<file path="config.mk">
export PLATFORM = sky130hd
export DESIGN_NAME = dbg_apb_xbar
export DESIGN_NICKNAME = d
export VERILOG_FILES = /design/src/rtl/dbg_apb_pkg.sv /design/src/rtl/dbg_apb_watchdog.sv /design/src/rtl/dbg_apb_xbar.sv
export SDC_FILE = /design/constraint.sdc
export NUM_CORES = 1
export LEC_CHECK = 0
export BUFFER_PORTS_ARGS = -buffer_cell sky130_fd_sc_hd__clkbuf_2
export CAP_MARGIN = 20
export CORE_MARGIN = 2
export CORE_UTILIZATION = 40
export CTS_CLUSTER_DIAMETER = 80
export DETAILED_ROUTE_END_ITERATION = 10
export PLACE_DENSITY = 0.74
export SLEW_MARGIN = 20
export SYNTH_ARGS = -nofsm -noshare
export SYNTH_HDL_FRONTEND = slang
export SYNTH_SLANG_ARGS = --single-unit
</file>
<file path="constraint.sdc">
create_clock -name clk -period 2.44 [get_ports clk]
set_input_delay 0.488 -clock clk [delete_from_list [all_inputs] [get_ports clk]]
set_output_delay 0.488 -clock clk [all_outputs]
set_load 0.03 [all_outputs]
</file>
<file path="src/rtl/dbg_apb_pkg.sv">
// Shared types and helpers for the debug APB crossbar: FSM state encoding,
// one-hot select decoding and the default error read-data pattern.
package dbg_apb_pkg;

    typedef enum logic [1:0] {
        IDLE   = 2'd0,
        SETUP  = 2'd1,
        ACCESS = 2'd2,
        RESP   = 2'd3
    } dbg_apb_state_e;

    localparam logic [31:0] DBG_APB_ERR_RDATA = 32'hDEAD_BEEF;

    // True when exactly one bit of the (zero-extended) select vector is set.
    function automatic logic onehot_valid(input logic [31:0] v);
        return (v != 32'd0) && ((v & (v - 32'd1)) == 32'd0);
    endfunction

    // Index of the lowest set bit; only meaningful when onehot_valid(v) holds.
    function automatic logic [4:0] onehot2idx(input logic [31:0] v);
        logic [4:0] r;
        r = 5'd0;
        for (int i = 31; i >= 0; i--) begin
            if (v[i]) begin
                r = 5'(i);
            end
        end
        return r;
    endfunction

endpackage

</file>
<file path="src/rtl/dbg_apb_watchdog.sv">
// Access-phase cycle counter for the debug APB crossbar; flags expiry on the
// last permitted cycle. TIMEOUT_CYCLES = 0 disables expiry entirely.
module dbg_apb_watchdog #(
    parameter int TIMEOUT_CYCLES = 64
) (
    input  logic clk,
    input  logic rst_n,
    input  logic en_i,
    input  logic clr_i,
    output logic expire_o
);

    localparam int CW = (TIMEOUT_CYCLES == 0) ? 1 : $clog2(TIMEOUT_CYCLES + 1);
    localparam int LAST_I = (TIMEOUT_CYCLES == 0) ? 0 : TIMEOUT_CYCLES - 1;
    localparam logic [CW-1:0] LAST = CW'(LAST_I);
    localparam logic [CW-1:0] MAX = {CW{1'b1}};
    localparam bit ENABLED = (TIMEOUT_CYCLES != 0);

    logic [CW-1:0] cnt_q;
    logic [CW-1:0] cnt_d;

    // Saturates rather than wrapping so a stuck slave cannot re-arm the count.
    always_comb begin
        cnt_d = cnt_q;
        if (clr_i) begin
            cnt_d = '0;
        end else if (en_i && (cnt_q != MAX)) begin
            cnt_d = cnt_q + CW'(1);
        end
    end

    always_ff @(posedge clk) begin
        if (!rst_n) begin
            cnt_q <= '0;
        end else begin
            cnt_q <= cnt_d;
        end
    end

    assign expire_o = ENABLED && en_i && (cnt_q == LAST);

endmodule

</file>
<file path="src/rtl/dbg_apb_xbar.sv">
// Debug APB crossbar: routes select/enable to one of NR_SLAVES slaves and
// returns a registered response with timeout, select-error and sticky faults.
module dbg_apb_xbar
    import dbg_apb_pkg::*;
#(
    parameter int                     NR_SLAVES      = 4,
    parameter int                     RDATA_WIDTH    = 32,
    parameter int                     TIMEOUT_CYCLES = 64,
    parameter logic [RDATA_WIDTH-1:0] ERR_RDATA      = RDATA_WIDTH'(DBG_APB_ERR_RDATA)
) (
    input  logic                   clk,
    input  logic                   rst_n,
    input  logic [NR_SLAVES-1:0]   sel,
    input  logic                   enable,
    output logic                   ready,
    output logic [RDATA_WIDTH-1:0] rdata,
    output logic                   slverr,
    output logic [NR_SLAVES-1:0]   s_sel,
    output logic                   s_enable,
    input  logic [NR_SLAVES-1:0]   s2m_ready,
    input  logic [RDATA_WIDTH-1:0] s2m_rdata [NR_SLAVES],
    output logic [NR_SLAVES-1:0]   fault_sticky,
    output logic                   sel_err_sticky,
    input  logic                   clr_sticky
);

    localparam int IW = (NR_SLAVES > 1) ? $clog2(NR_SLAVES) : 1;

    dbg_apb_state_e         state_q, state_d;
    logic [IW-1:0]          idx_q, idx_d;
    logic                   valid_q, valid_d;
    logic                   ready_q, ready_d;
    logic                   slverr_q, slverr_d;
    logic [RDATA_WIDTH-1:0] rdata_q, rdata_d;
    logic [NR_SLAVES-1:0]   fault_q, fault_d;
    logic                   sel_err_q, sel_err_d;

    logic [31:0]            sel_ext;
    logic                   sel_valid;
    logic [IW-1:0]          sel_idx;
    logic [NR_SLAVES-1:0]   idx_onehot;
    logic                   wd_en;
    logic                   wd_clr;
    logic                   wd_expire;
    logic                   timeout_hit;
    logic                   sel_err_set;
    logic [NR_SLAVES-1:0]   fault_set;

    assign sel_ext    = 32'(sel);
    assign sel_valid  = onehot_valid(sel_ext);
    assign sel_idx    = IW'(onehot2idx(sel_ext));
    assign idx_onehot = NR_SLAVES'(1) << idx_q;

    assign wd_en  = (state_q == ACCESS);
    assign wd_clr = (state_q != ACCESS);

    dbg_apb_watchdog #(
        .TIMEOUT_CYCLES (TIMEOUT_CYCLES)
    ) u_watchdog (
        .clk      (clk),
        .rst_n    (rst_n),
        .en_i     (wd_en),
        .clr_i    (wd_clr),
        .expire_o (wd_expire)
    );

    always_comb begin
        state_d     = state_q;
        idx_d       = idx_q;
        valid_d     = valid_q;
        rdata_d     = rdata_q;
        ready_d     = 1'b0;
        slverr_d    = 1'b0;
        timeout_hit = 1'b0;
        sel_err_set = 1'b0;
        s_sel       = '0;
        s_enable    = 1'b0;
        case (state_q)
            IDLE: begin
                if (sel_valid) begin
                    s_sel = sel;
                end
                if ((sel != '0) && !enable) begin
                    idx_d   = sel_idx;
                    valid_d = sel_valid;
                    state_d = SETUP;
                end
            end
            SETUP: begin
                s_sel = valid_q ? idx_onehot : '0;
                if (sel == '0) begin
                    state_d = IDLE;
                end else if (enable) begin
                    if (valid_q) begin
                        state_d = ACCESS;
                    end else begin
                        state_d     = RESP;
                        ready_d     = 1'b1;
                        slverr_d    = 1'b1;
                        rdata_d     = ERR_RDATA;
                        sel_err_set = 1'b1;
                    end
                end
            end
            ACCESS: begin
                s_sel    = idx_onehot;
                s_enable = 1'b1;
                // A master that abandons the transfer gets no response at all.
                if (!enable || !sel[idx_q]) begin
                    state_d = IDLE;
                end else if (s2m_ready[idx_q]) begin
                    state_d = RESP;
                    ready_d = 1'b1;
                    rdata_d = s2m_rdata[idx_q];
                end else if (wd_expire) begin
                    state_d     = RESP;
                    ready_d     = 1'b1;
                    slverr_d    = 1'b1;
                    rdata_d     = ERR_RDATA;
                    timeout_hit = 1'b1;
                end
            end
            RESP: begin
                state_d = IDLE;
            end
            default: begin
                state_d = IDLE;
            end
        endcase
    end

    for (genvar gi = 0; gi < NR_SLAVES; gi++) begin : g_fault_set
        assign fault_set[gi] = timeout_hit && (idx_q == IW'(gi));
    end

    // Clear first, then OR in new events so a same-cycle set survives the clear.
    always_comb begin
        fault_d   = (clr_sticky ? '0 : fault_q) | fault_set;
        sel_err_d = (clr_sticky ? 1'b0 : sel_err_q) | sel_err_set;
    end

    always_ff @(posedge clk) begin
        if (!rst_n) begin
            state_q   <= IDLE;
            idx_q     <= '0;
            valid_q   <= 1'b0;
            ready_q   <= 1'b0;
            slverr_q  <= 1'b0;
            rdata_q   <= '0;
            fault_q   <= '0;
            sel_err_q <= 1'b0;
        end else begin
            state_q   <= state_d;
            idx_q     <= idx_d;
            valid_q   <= valid_d;
            ready_q   <= ready_d;
            slverr_q  <= slverr_d;
            rdata_q   <= rdata_d;
            fault_q   <= fault_d;
            sel_err_q <= sel_err_d;
        end
    end

    assign ready          = ready_q;
    assign slverr         = slverr_q;
    assign rdata          = rdata_q;
    assign fault_sticky   = fault_q;
    assign sel_err_sticky = sel_err_q;

endmodule

</file>
# [After elaboration in Yosys (flattened, before gate mapping)]
# Index checks and enable logic that the tools add are counted.
[word_totals] reg_bits=51 latch_bits=0 ramBits=0 mem_bits_ro=0 out_inout_bits=44 wordCells=102 memories=0
[classes] add_sub_neg=2 n_mul=0 div_mod_pow=0 n_lt_le_gt_ge=2 eq_ne=17 shifts=1 n_mux=44 bitwise_logic=5 n_reduce_logical=22
[ops] cell="two-way mux 32 bit" count=8
[ops] cell="binary-select mux 32 bit (select 2 bit)" count=1
[ops] cell="case mux 32 bit (2 select lines)" count=1
[ops] cell="AND 4 x 32 -> 32 bit" count=1
[ops] cell="logical NOT 32 bit" count=1
[ops] cell="nonzero test 32 bit" count=1
[ops] cell="two-way mux 2 bit" count=10
[ops] cell="two-way mux 1 bit" count=15
[ops] cell="two-way mux 4 bit" count=3
[ops] cell="!= test 2 bit, second input constant" count=6
[ops] cell="case mux 4 bit (3 select lines)" count=1
[ops] cell="== test 2 bit, second input constant" count=4
[ops] cell="logical AND 1 bit" count=8
[ops] cell="case mux 2 bit (4 select lines)" count=1
[ops] cell="adder 7 x 1 -> 7 bit, second input constant" count=1
[ops] cell="== test 7 x 6 -> 1 bit, second input constant" count=1
[ops] cell="!= test 7 bit, second input constant" count=1
[ops] cell="!= test 3 bit, second input constant" count=2
[ops] cell="AND reduction 6 bit" count=1
[ops] cell="subtractor 4 x 1 -> 5 bit, second input constant" count=1
[ops] cell="binary-select mux 1 bit (select 2 bit)" count=2
[ops] cell="== test 2 x 1 -> 1 bit, second input constant" count=2
[ops] cell="logical NOT 2 bit" count=2
[ops] cell="logical NOT 4 bit" count=1
[ops] cell="16 further kinds" count=18

# [Depth between registers and ports, before layout]
# Gate-level depths: netlist (run 1).
[logic_depth] depth_word=8 depth_mapped=9 mapped_depth_nobuf=7

# [Hierarchy]
# A second synthesis (run 1) with hierarchy kept.
[hier_totals] cells_unflattened=326 hier_area_um2=3311.9
[by_module_without_submodules] mod="dbg_apb_xbar" instances=1 cells_each=284 area_each_um2=2925.3
[by_module_without_submodules] mod="dbg_apb_watchdog" instances=1 cells_each=42 area_each_um2=386.6

# [Worst setup path before layout (run 1)]
# OpenSTA, ideal clock, no wires.
[synth_timing] path_type="register to output" startpoint="register state_q[0]" endpoint="output port s_sel[3]" arrival_time_ns=1.830 slack_ns=0.122 path_stages_with_launch=7 n_path_buf=1 path_cell_list="dfxtp_1 inv_1 ha_1 clkbuf_1 a21o_1 nand3_1 a21oi_1"
[synth_between] elab_chain_len=2
[synth_rtl] element="from (decl)" line="dbg_apb_xbar.sv:29" source="dbg_apb_state_e state_q, state_d;"
[synth_rtl] element="from (signal assigned)" line="dbg_apb_xbar.sv:153" source="state_q <= state_d;"
[synth_rtl] element="== test 2 bit (tied with other cells)" line="dbg_apb_xbar.sv:78" source="case (state_q)"
[synth_rtl] element="case mux 4 bit (3 select lines) *" line="dbg_apb_xbar.sv:78"
[synth_rtl] element="to (decl)" line="dbg_apb_xbar.sv:18" source="output logic [NR_SLAVES-1:0] s_sel,"
# Every way passes the cells marked *; elsewhere a longest branch is shown, timed or not.

# [Final worst setup path (run 1)]
# Ends and elaborated chain as after synthesis.

==> run_results.csv, run 1 <==
group,metric,value,unit
clock_network,holdBufCountCts,0,
clock_network,cts_tree,"done",
clock_network,clk_pin_slew,0.09,ns
finish,final_common_cell,"clkbuf_2",
power,leakagePower,0.00183,µW
floorplan,fp-row-count,32,
finish,final_cell_mix,"clkbuf_2 (183), nor2_1 (68), dfxtp_1 (49)",
worst_setup_path,worstSetupEndpointType,"output port",
worst_setup_path,reg2reg_slack,0.40,ns
detailed_routing,drt-initial-drc-count,85,
yosys,yosysUniqueCellTypes,42,
timing,fmax,0.437,GHz
yosys,synth_seq_cells,51,
power,ir_drop,340,µV
worst_setup_path,start_kind,"register",
power,p_total,2510,µW
placement,routabilityCongestion,0.870,
finish,nNetsFinal,641,
power,power.density,587,nW/µm²
worst_hold_path,hp-class,"reg -> reg",
run_status,status,"completed",
yosys,synth_fp_nets,466,
floorplan,die-area,8550,µm²
timing,maxSlewViolCount,0,
worst_setup_path,crit_arrival,1.80,ns
detailed_routing,drcViolationCount,0,
grt,antenna_found_initial,0,
placement,numPortBuffers,183,
yosys,seq_area_frac_synth,32.6,%
floorplan,die_x,92.5,µm
timing,tns,0,ns
finish,area_delta_synth_final,36.9,%
timing,tightest_slew,0.692,ns
flow_run,drv_cap,0,
timing,min_period,2.29,ns
yosys,synth_area,3130,µm²
finish,final_cells,599,
worst_setup_path,critPathKind,"reg -> out",
yosys,synth_cells,321,
worst_setup_path,worstPathMaxFanout,7,
timing,setup_violations,0,
placement,dp.final_hpwl,7140,µm
finish,diodes,0,
detailed_routing,dr.pass1.iters,5,
grt,grt_remaining_overflow,0,
grt,grt_pass1_vias,3083,
floorplan,io_pins,184,
detailed_routing,routed-via-count,3182,
detailed_routing,routed_via_density,5.31,
timing,finalHoldViolCount,0,
detailed_routing,antenna_left,0,
clock_network,h-tree-depth,2,
timing,rsz0062_at_grt,"false",
detailed_routing,routedWlPerCell,14.9,µm
yosys,synth_edf_count,0,
clock_network,cts.sinks,51,
yosys,ys.flop_type,"dfxtp_1",
clock_network,cts_buffer_depth,2,
placement,pre_cts_slack,0.168,ns
finish,fillers,692,
grt,grt_pass1_wl,14100,µm
grt,grt_max_degree,65,
clock_network,cts-root-buf,"clkbuf_8",
finish,drive_above_1_share,49.9,%
yosys,syn_area_per_cell,9.75,µm²
placement,dp_cells,591,
timing,setup_ws,0.154,ns
yosys,yosys_warnings,0,
clock_network,clk_latency,0.30,ns
timing,relSlewSlack,53.5,%
yosys,async_flop_share,0,%
worst_setup_path,required,1.95,ns
floorplan,coreArea,7650,µm²
floorplan,start_util,40.9,%
detailed_routing,wirelength,8920,µm
floorplan,die_height,92.5,µm
grt,grt_use_total,20.6,%
clock_network,cts_made_buffers,5,
timing,period_share,93.7,%
timing,fin_worst_skew,0.00810,ns
## final cells by class
cell class / count / area [µm²] / area share (%)
inverters: 4 / 15.0 / 0.351
well taps: 102 / 128 / 2.98
clock buffers: 6 / 82.6 / 1.93
clock inverters: 2 / 35.0 / 0.818
repair buffers: 194 / 1020 / 23.9
flip-flops and latches: 51 / 1020 / 23.9
multi-input cells: 240 / 1980 / 46.1
## cell usage after synthesis, types with 2 or more instances
cell	count	area (µm²)
nor2_1	68	255
dfxtp_1	51	1020
mux4_2	33	743
nand2_1	25	93.8
a211oi_1	20	150
clkbuf_1	12	45.0
o21ai_0	11	55.1
a21oi_1	9	45.0
nor3b_1	8	60.1
a211oi_2	6	75.1
buf_2	6	30.0
nor2b_1	6	37.5
ha_1	5	62.6
nand3_1	5	25.0
a22o_1	4	35.0
buf_1	4	15.0
buf_4	4	30.0
inv_1	4	15.0
mux2i_1	4	40.0
nor3_1	4	20.0
a22oi_1	3	22.5
nand2b_1	3	18.8
a21o_1	2	15.0
and2_1	2	12.5
nand3b_1	2	15.0
nor4_1	2	12.5
o22ai_1	2	12.5
or3_1	2	12.5
## flip-flops by register name, indices dropped and copies added (netlist names)
register,count
ready,1
slverr,1
idx_q,2
sel_err_sticky,1
fault_sticky,4
rdata,32
valid_q,1
u_watchdog.cnt_q,7
state_q,2
## power by group
part	internal, µW	switching (µW)	total, µW
Clock	332	279	611
Combinational	414	510	924
Sequential	916	61.6	977
Total	1660	850	2510
## per-stage QoR
stage | cell area, µm² | hold WS (ns) | util (%)
2_1_floorplan | 3130 | 0.470 | -
3_3_place_gp | 4160 | 0.449 | 54.4
3_5_place_dp | 4160 | 0.462 | 54.4
4_1_cts | 4280 | 0.474 | 56.0
5_1_grt | 4280 | 0.496 | 56.0
6_report | 4280 | 0.473 | 56.0
## worst max-delay path, stage by stage, from the launching register on
cell,delay (ns)
dfxtp_1,0.34
inv_1,0.10
ha_2,0.27
buf_4,0.17
a21o_1,0.15
nand3_1,0.09
a21oi_1,0.15
clkbuf_2,0.22
## logic make-up (layout without fill, tap and decap cells)
kind of cell               count (synthesis)  after routing  share of synthesized area, %
muxes                                     38             38                          25.4
DFF                                       51             51                          32.6
and+or+nand+nor                          131            131                          19.0
AOI/OAI and AO/OA                         63             63                          15.8
xor gates and xnor gates                   2              2                         0.560
adders and majority gates                  6              6                          2.32
buffers and inverters                     30            206                          4.32
## routing by layer
layer	global-route usage (%)	part of all wire [%]	up-vias
li1	-	-	1545
met4	6.97	2.2	0
met1	23.3	39	1486
met5	0	0	-
met2	36.9	51	131
met3	6.10	7.8	20
## final timing paths
check                                 from         to  depth (start not counted)
worst min register to register    rdata[4]   rdata[4]                          2
worst min-delay path              rdata[4]   rdata[4]                          2
worst max register to register  state_q[0]  rdata[10]                          8
worst max-delay path            state_q[0]   s_sel[3]                          7
## what timing repair did
item | in CTS | in global routing
gates resized for setup | 0 | 1
buffers inserted | 0 | 0
endpoints found under the setup margin | 0 | 4
Note: power is estimated with default switching activity, not from simulation.
==> inputs of run 2 (changes only) <==
--- a/config.mk
+++ b/config.mk
@@ -12,6 +12,7 @@
 export CTS_CLUSTER_DIAMETER = 80
 export DETAILED_ROUTE_END_ITERATION = 10
 export PLACE_DENSITY = 0.74
+export SETUP_SLACK_MARGIN = 0.3
 export SLEW_MARGIN = 20
 export SYNTH_ARGS = -nofsm -noshare
 export SYNTH_HDL_FRONTEND = slang
==> run 2 against run 1 <==
Compared with the run above:
- clock skew is 0.0047 ns lower
- sequential share of layout area down 0.64 points
- global-route usage rose by 0.91 points
- critical path depth stayed put
- clock power decreased by 22%
- critical path type is now in -> out
- largest power group is now combinational logic
==> run_results.csv, run 2 (synthesis results as in run 1) <==
group,metric,value,unit
timing,fmax,0.472,GHz
detailed_routing,dr.pass1.iters,4,
detailed_routing,routed_via_density,5.39,
grt,grt_use_total,21.5,%
finish,final_cell_mix,"clkbuf_2 (176), nor2_1 (65), dfxtp_1 (47)",
worst_hold_path,hold_end,"rdata[20]",
grt,grt_max_degree,65,
detailed_routing,wirelength,9680,µm
finish,drive_above_1_share,53.7,%
worst_setup_path,worstPathCellList,"buf_4, or3_4, o21ai_2, and2_4, a22oi_1, nor2_2, clkbuf_8",
timing,min_period,2.12,ns
clock_network,cts-root-buf,"clkbuf_8",
power,leakagePower,0.00186,µW
grt,use_met2,36.4,%
worst_hold_path,hp-class,"reg -> reg",
worst_hold_path,hold_start,"rdata[20]",
floorplan,start_util,40.9,%
floorplan,die_x,92.5,µm
floorplan,io_pins,184,
worst_hold_path,hold_depth,2,
worst_setup_path,worstPathMaxFanout,6,
grt,busiest_layer,"met2",
clock_network,cts_buffer_depth,2,
finish,final_common_cell,"clkbuf_2",
worst_setup_path,reg2reg_slack,0.39,ns
timing,relSlewSlack,56.3,%
worst_setup_path,cpMaxStageDelayCell,"or3_4",
worst_setup_path,required,1.95,ns
detailed_routing,routedWlPerCell,16.0,µm
timing,finalHoldViolCount,0,
worst_setup_path,reg2reg_depth,10,
placement,numPortBuffers,183,
power,p_total,2490,µW
detailed_routing,routed-via-count,3261,
clock_network,h-tree-depth,2,
grt,grt_pass1_wl,14700,µm
power,power.density,561,nW/µm²
timing,tns,0,ns
timing,fin_worst_skew,0.00340,ns
clock_network,clk_latency,0.30,ns
worst_setup_path,cp.buffers_inverters,2,
placement,routabilityCongestion,0.876,
grt,antenna_found_initial,0,
finish,regArea,1030,µm²
grt,use_met1,24.8,%
grt,grtUsageMet3,7.65,%
detailed_routing,drcViolationCount,0,
grt,grt_remaining_overflow,0,
worst_setup_path,max_stage_delay,0.38,ns
clock_network,clk_pin_slew,0.09,ns
finish,diodes,0,
detailed_routing,drt-initial-drc-count,166,
finish,nNetsFinal,647,
clock_network,holdBufCountCts,0,
worst_setup_path,start_kind,"input port",
finish,fillers,680,
timing,maxSlewViolCount,0,
power,ir_drop,272,µV
floorplan,die-area,8550,µm²
run_status,status,"completed",
floorplan,fp-row-count,32,
clock_network,cts.sinks,51,
grt,grt_pass1_vias,3205,
finish,multiInputGateArea,2040,µm²
flow_run,drv_cap,0,
timing,setup_violations,0,
worst_setup_path,worstSetupEndpointType,"output port",
timing,tightest_slew,0.651,ns
worst_setup_path,crit_family,"simple AND/OR/NAND/NOR gates",
worst_setup_path,regToRegEndpoint,"rdata[25]",
clock_network,cts_made_buffers,5,
worst_setup_path,crit_arrival,1.63,ns
worst_setup_path,reg2reg_from,"state_q[0]",
finish,largest_reg_flops,32,
worst_setup_path,critPathKind,"in -> out",
timing,rsz0062_at_grt,"true",
placement,dp.final_hpwl,7290,µm
floorplan,coreArea,7650,µm²
clock_network,cts_tree,"done",
finish,area_delta_synth_final,41.7,%
floorplan,die_height,92.5,µm
timing,period_share,86.8,%
detailed_routing,antenna_left,0,
## run 2: cell types whose count changed in the layout (fill, tap and decap cells not counted), moves of 3 or more
cell	previous run	this run
clkbuf_2	183	176
ha_4	0	3
nor2_1	68	65
ha_1	4	1
buf_4	9	13
nor2_2	0	3
## run 2: layout make-up
type,instances,area share (%)
Inverter,4,0.339
Clock buffer,6,1.64
Sequential cell,51,23.3
Timing Repair Buffer,200,25.5
Tap cell,102,2.88
Multi-Input combinational cell,240,46.1
Clock inverter,2,0.282
## run 2: worst max-delay path by stage
| stage | startpoint | end | cells after the start |
|---|---|---|---|
| after floorplan | state_q[0] | rdata[0] | 9 |
| after global placement | sel[1] | s_sel[2] | 7 |
| after detailed placement | sel[1] | s_sel[2] | 7 |
| after CTS | sel[1] | s_sel[1] | 7 |
| after global routing | state_q[0] | rdata[20] | 10 |
| final | sel[3] | s_sel[2] | 7 |
## run 2: what timing repair did
action / CTS / global route
buffers inserted: 3 / 3
pin swaps: 3 / 4
resized for setup: 15 / 22
endpoints found under the setup margin: 4 / 32
endpoints found under the hold margin: 0 / 0
cloned: 0 / 2
## run 2: power by group
part           leakage [µW]  switching, µW  internal [µW]  total [µW]
Sequential         0.000417           62.0            916         978
Clock             0.0000412            278            201         479
Combinational       0.00140            552            479        1030
## run 2: tightest hold or removal path, delay by kind of cell, from the launching register on
family          cells  cell delay, ns
simple gates        1            0.05
compound gates      1            0.06
flops               1            0.32
## run 2: stage by stage
step                      hold slack, ns  util [%]  instance area [µm²]  std cells  setup slack (ns)
after floorplan                    0.470         -                 3150        321             0.326
after global placement             0.449      54.3                 4150        589             0.281
after detailed placement           0.456      54.3                 4150        589             0.217
after CTS                          0.468      56.4                 4310        600             0.291
after global routing               0.478      58.0                 4430        605             0.271
final                              0.461      58.0                 4430        605             0.322
## run 2: routing by layer
layer | up-vias | wire length, µm
met5 | - | 0
met4 | 0 | 283
met3 | 24 | 796
met2 | 149 | 4820
met1 | 1540 | 3780
li1 | 1548 | -
==> inputs of run 3 (changes only) <==
--- a/config.mk
+++ b/config.mk
@@ -7,13 +7,17 @@
 export LEC_CHECK = 0
 export BUFFER_PORTS_ARGS = -buffer_cell sky130_fd_sc_hd__clkbuf_2
 export CAP_MARGIN = 20
+export CELL_PAD_IN_SITES_DETAIL_PLACEMENT = 2
+export CELL_PAD_IN_SITES_GLOBAL_PLACEMENT = 2
 export CORE_MARGIN = 2
-export CORE_UTILIZATION = 40
+export CORE_UTILIZATION = 25
 export CTS_CLUSTER_DIAMETER = 80
 export DETAILED_ROUTE_END_ITERATION = 10
-export PLACE_DENSITY = 0.74
+export GPL_ROUTABILITY_DRIVEN = 0
+export PLACE_DENSITY_LB_ADDON = 0.1
 export SETUP_SLACK_MARGIN = 0.3
 export SLEW_MARGIN = 20
 export SYNTH_ARGS = -nofsm -noshare
 export SYNTH_HDL_FRONTEND = slang
+export SYNTH_HIERARCHICAL = 1
 export SYNTH_SLANG_ARGS = --single-unit
==> run 3 against run 2 <==
Compared with the run above:
- first-iteration DRC count decreased by 55%
- power rose by 72%
- highest routed layer unchanged
- count of clock-buffer cells in the layout down 1
- routed wire length rose by 29%
- largest cell class unchanged
- global-route usage decreased by 3.9 points
==> run_results.csv, run 3 <==
group,metric,value,unit
yosys,synth.area.top_cells,"dfxtp_1 (31%), mux4_2 (23%), mux2i_1 (12%)",
detailed_routing,routedWlPerCell,18.0,µm
yosys,synth_top_family_by_area,"multiplexers",
yosys,yosys.area.top_type,"dfxtp_1",
timing,setup_violations,0,
yosys,seq_area_frac_synth,30.8,%
timing,rsz0062_at_grt,"true",
yosys,synth_compound_area_share,12.2,%
worst_setup_path,worstSetupEndpointType,"output port",
floorplan,coreArea,13100,µm²
power,leakagePower,0.00221,µW
yosys,synth_fp_nets,471,
yosys,synth_area,3310,µm²
worst_setup_path,critPathKind,"reg -> out",
clock_network,clk_pin_slew,0.07,ns
yosys,netlist_top_cells_count,"dfxtp_1 (51), nand2_1 (50), mux2i_1 (40)",
placement,dp.final_hpwl,9200,µm
timing,finalHoldViolCount,0,
floorplan,die_height,119,µm
detailed_routing,routed_via_density,4.87,
clock_network,holdBufCountCts,0,
grt,grt_max_degree,55,
finish,diodes,0,
floorplan,io_pins,184,
power,power.density,876,nW/µm²
timing,fin_worst_skew,0.00471,ns
yosys,synth_cells,326,
clock_network,cts-root-buf,"clkbuf_16",
timing,fmax,0.468,GHz
detailed_routing,antenna_left,0,
timing,relSlewSlack,58.2,%
clock_network,cts_made_buffers,5,
grt,antenna_found_initial,0,
clock_network,cts_tree,"done",
grt,grt_pass1_wl,19600,µm
detailed_routing,dr.pass1.iters,4,
floorplan,die-area,14200,µm²
timing,tightest_slew,0.627,ns
finish,largest_reg_flops,32,
finish,nNetsFinal,659,
placement,dp_cells,667,
yosys,syn_area_per_cell,10.2,µm²
yosys,synth_adder_area_share,2.19,%
flow_run,drv_cap,0,
floorplan,die_x,119,µm
clock_network,cts.sinks,51,
finish,drive_above_1_share,55.9,%
yosys,yosys_warnings,6,
timing,maxSlewViolCount,0,
worst_setup_path,required,1.95,ns
placement,postPlaceCellArea,4400,µm²
detailed_routing,routed-via-count,3367,
floorplan,fp-row-count,42,
timing,tns,0,ns
yosys,synth.mux.area_fraction,35.2,%
finish,area_delta_synth_final,47.9,%
worst_setup_path,reg2reg_slack,0.36,ns
yosys,ys.flop_type,"dfxtp_1",
yosys,async_flop_share,0,%
yosys,synth_top_area_share,30.8,%
detailed_routing,drt-initial-drc-count,74,
yosys,synth_seq_cells,51,
placement,numPortBuffers,183,
finish,fillers,1442,
finish,final_area,4900,µm²
clock_network,cts_buffer_depth,2,
grt,grt_remaining_overflow,0,
grt,grt_use_total,17.7,%
worst_hold_path,hp-class,"reg -> reg",
detailed_routing,wirelength,12500,µm
yosys,synth_edf_count,0,
run_status,status,"completed",
worst_setup_path,start_kind,"register",
power,ir_drop,324,µV
timing,holdWs,0.460,ns
yosys,synth_most_common_cell,"dfxtp_1",
worst_setup_path,crit_arrival,1.65,ns
detailed_routing,drcViolationCount,0,
floorplan,start_util,25.3,%
timing,period_share,87.6,%
finish,final_cells,691,
worst_setup_path,worstPathMaxFanout,4,
finish,final_cell_mix,"clkbuf_2 (178), nand2_1 (49), dfxtp_1 (47)",
grt,grt_pass1_vias,3775,
clock_network,h-tree-depth,2,
timing,min_period,2.14,ns
finish,final_common_cell,"clkbuf_2",
yosys,yosysUniqueCellTypes,48,
clock_network,clk_latency,0.30,ns
yosys,synth_xor_xnor_area_share,0,%
yosys,synthSimpleGateAreaFrac,14.1,%
## run 3: layout make-up
type / instances / area [µm²] / area share, %
tap: 176 / 220 / 4.49
clock inverter: 3 / 18.8 / 0.383
multi-input combinational: 241 / 2240 / 45.7
sequential: 51 / 1030 / 21.0
inverter: 7 / 31.3 / 0.638
clock buffer: 5 / 125 / 2.55
timing repair buffer: 208 / 1240 / 25.2
## run 3: cells by family (layout without fill, tap and decap cells)
family          Yosys count  in the layout
mux                      74             74
buf+inv                  34            223
compound gates           62             62
simple gates             99             99
flops                    51             51
fa+ha+maj                 6              6
## run 3: layer usage
layer,routed length (µm),track usage (%)
met1,4990,20.3
met2,6540,32.5
met3,678,4.12
met4,238,4.91
met5,0,0
## run 3: power breakdown
part / total, µW / switching (µW) / internal (µW)
Combinational: 2390 / 1290 / 1100
Clock: 723 / 342 / 382
Sequential: 1180 / 126 / 1050
Total: 4290 / 1760 / 2540
## run 3: final timing paths
kind	endpoint	cells past startpoint	startpoint
worst min register to register	rdata[0]	2	rdata[0]
worst max-delay path	s_sel[3]	6	state_q[1]
worst max register to register	rdata[25]	11	state_q[0]
worst min-delay path	rdata[0]	2	rdata[0]
## run 3: what timing repair did
item | CTS | global route
buffers inserted | 12 | 1
setup endpoints to repair | 36 | 40
resized for setup | 28 | 22
pin swaps | 6 | 4
gates cloned | 3 | 0
## run 3: critical path: stages, from the launching register on
cell and delay, ns:
dfxtp_4 0.37, inv_4 0.07, ha_4 0.16, inv_4 0.04
or4_4 0.41, a21oi_2 0.13, clkbuf_8 0.17
## run 3: stage by stage
| stage | util [%] | power (µW) | setup slack, ns |
|---|---|---|---|
| after global placement | 33.6 | 3060 | 0.293 |
| final | 37.4 | 4290 | 0.303 |
| after detailed placement | 33.6 | 3100 | 0.198 |
| after global routing | 37.4 | 4540 | 0.247 |
| after CTS | 36.8 | 4310 | 0.295 |
| after floorplan | - | 2560 | 0.315 |
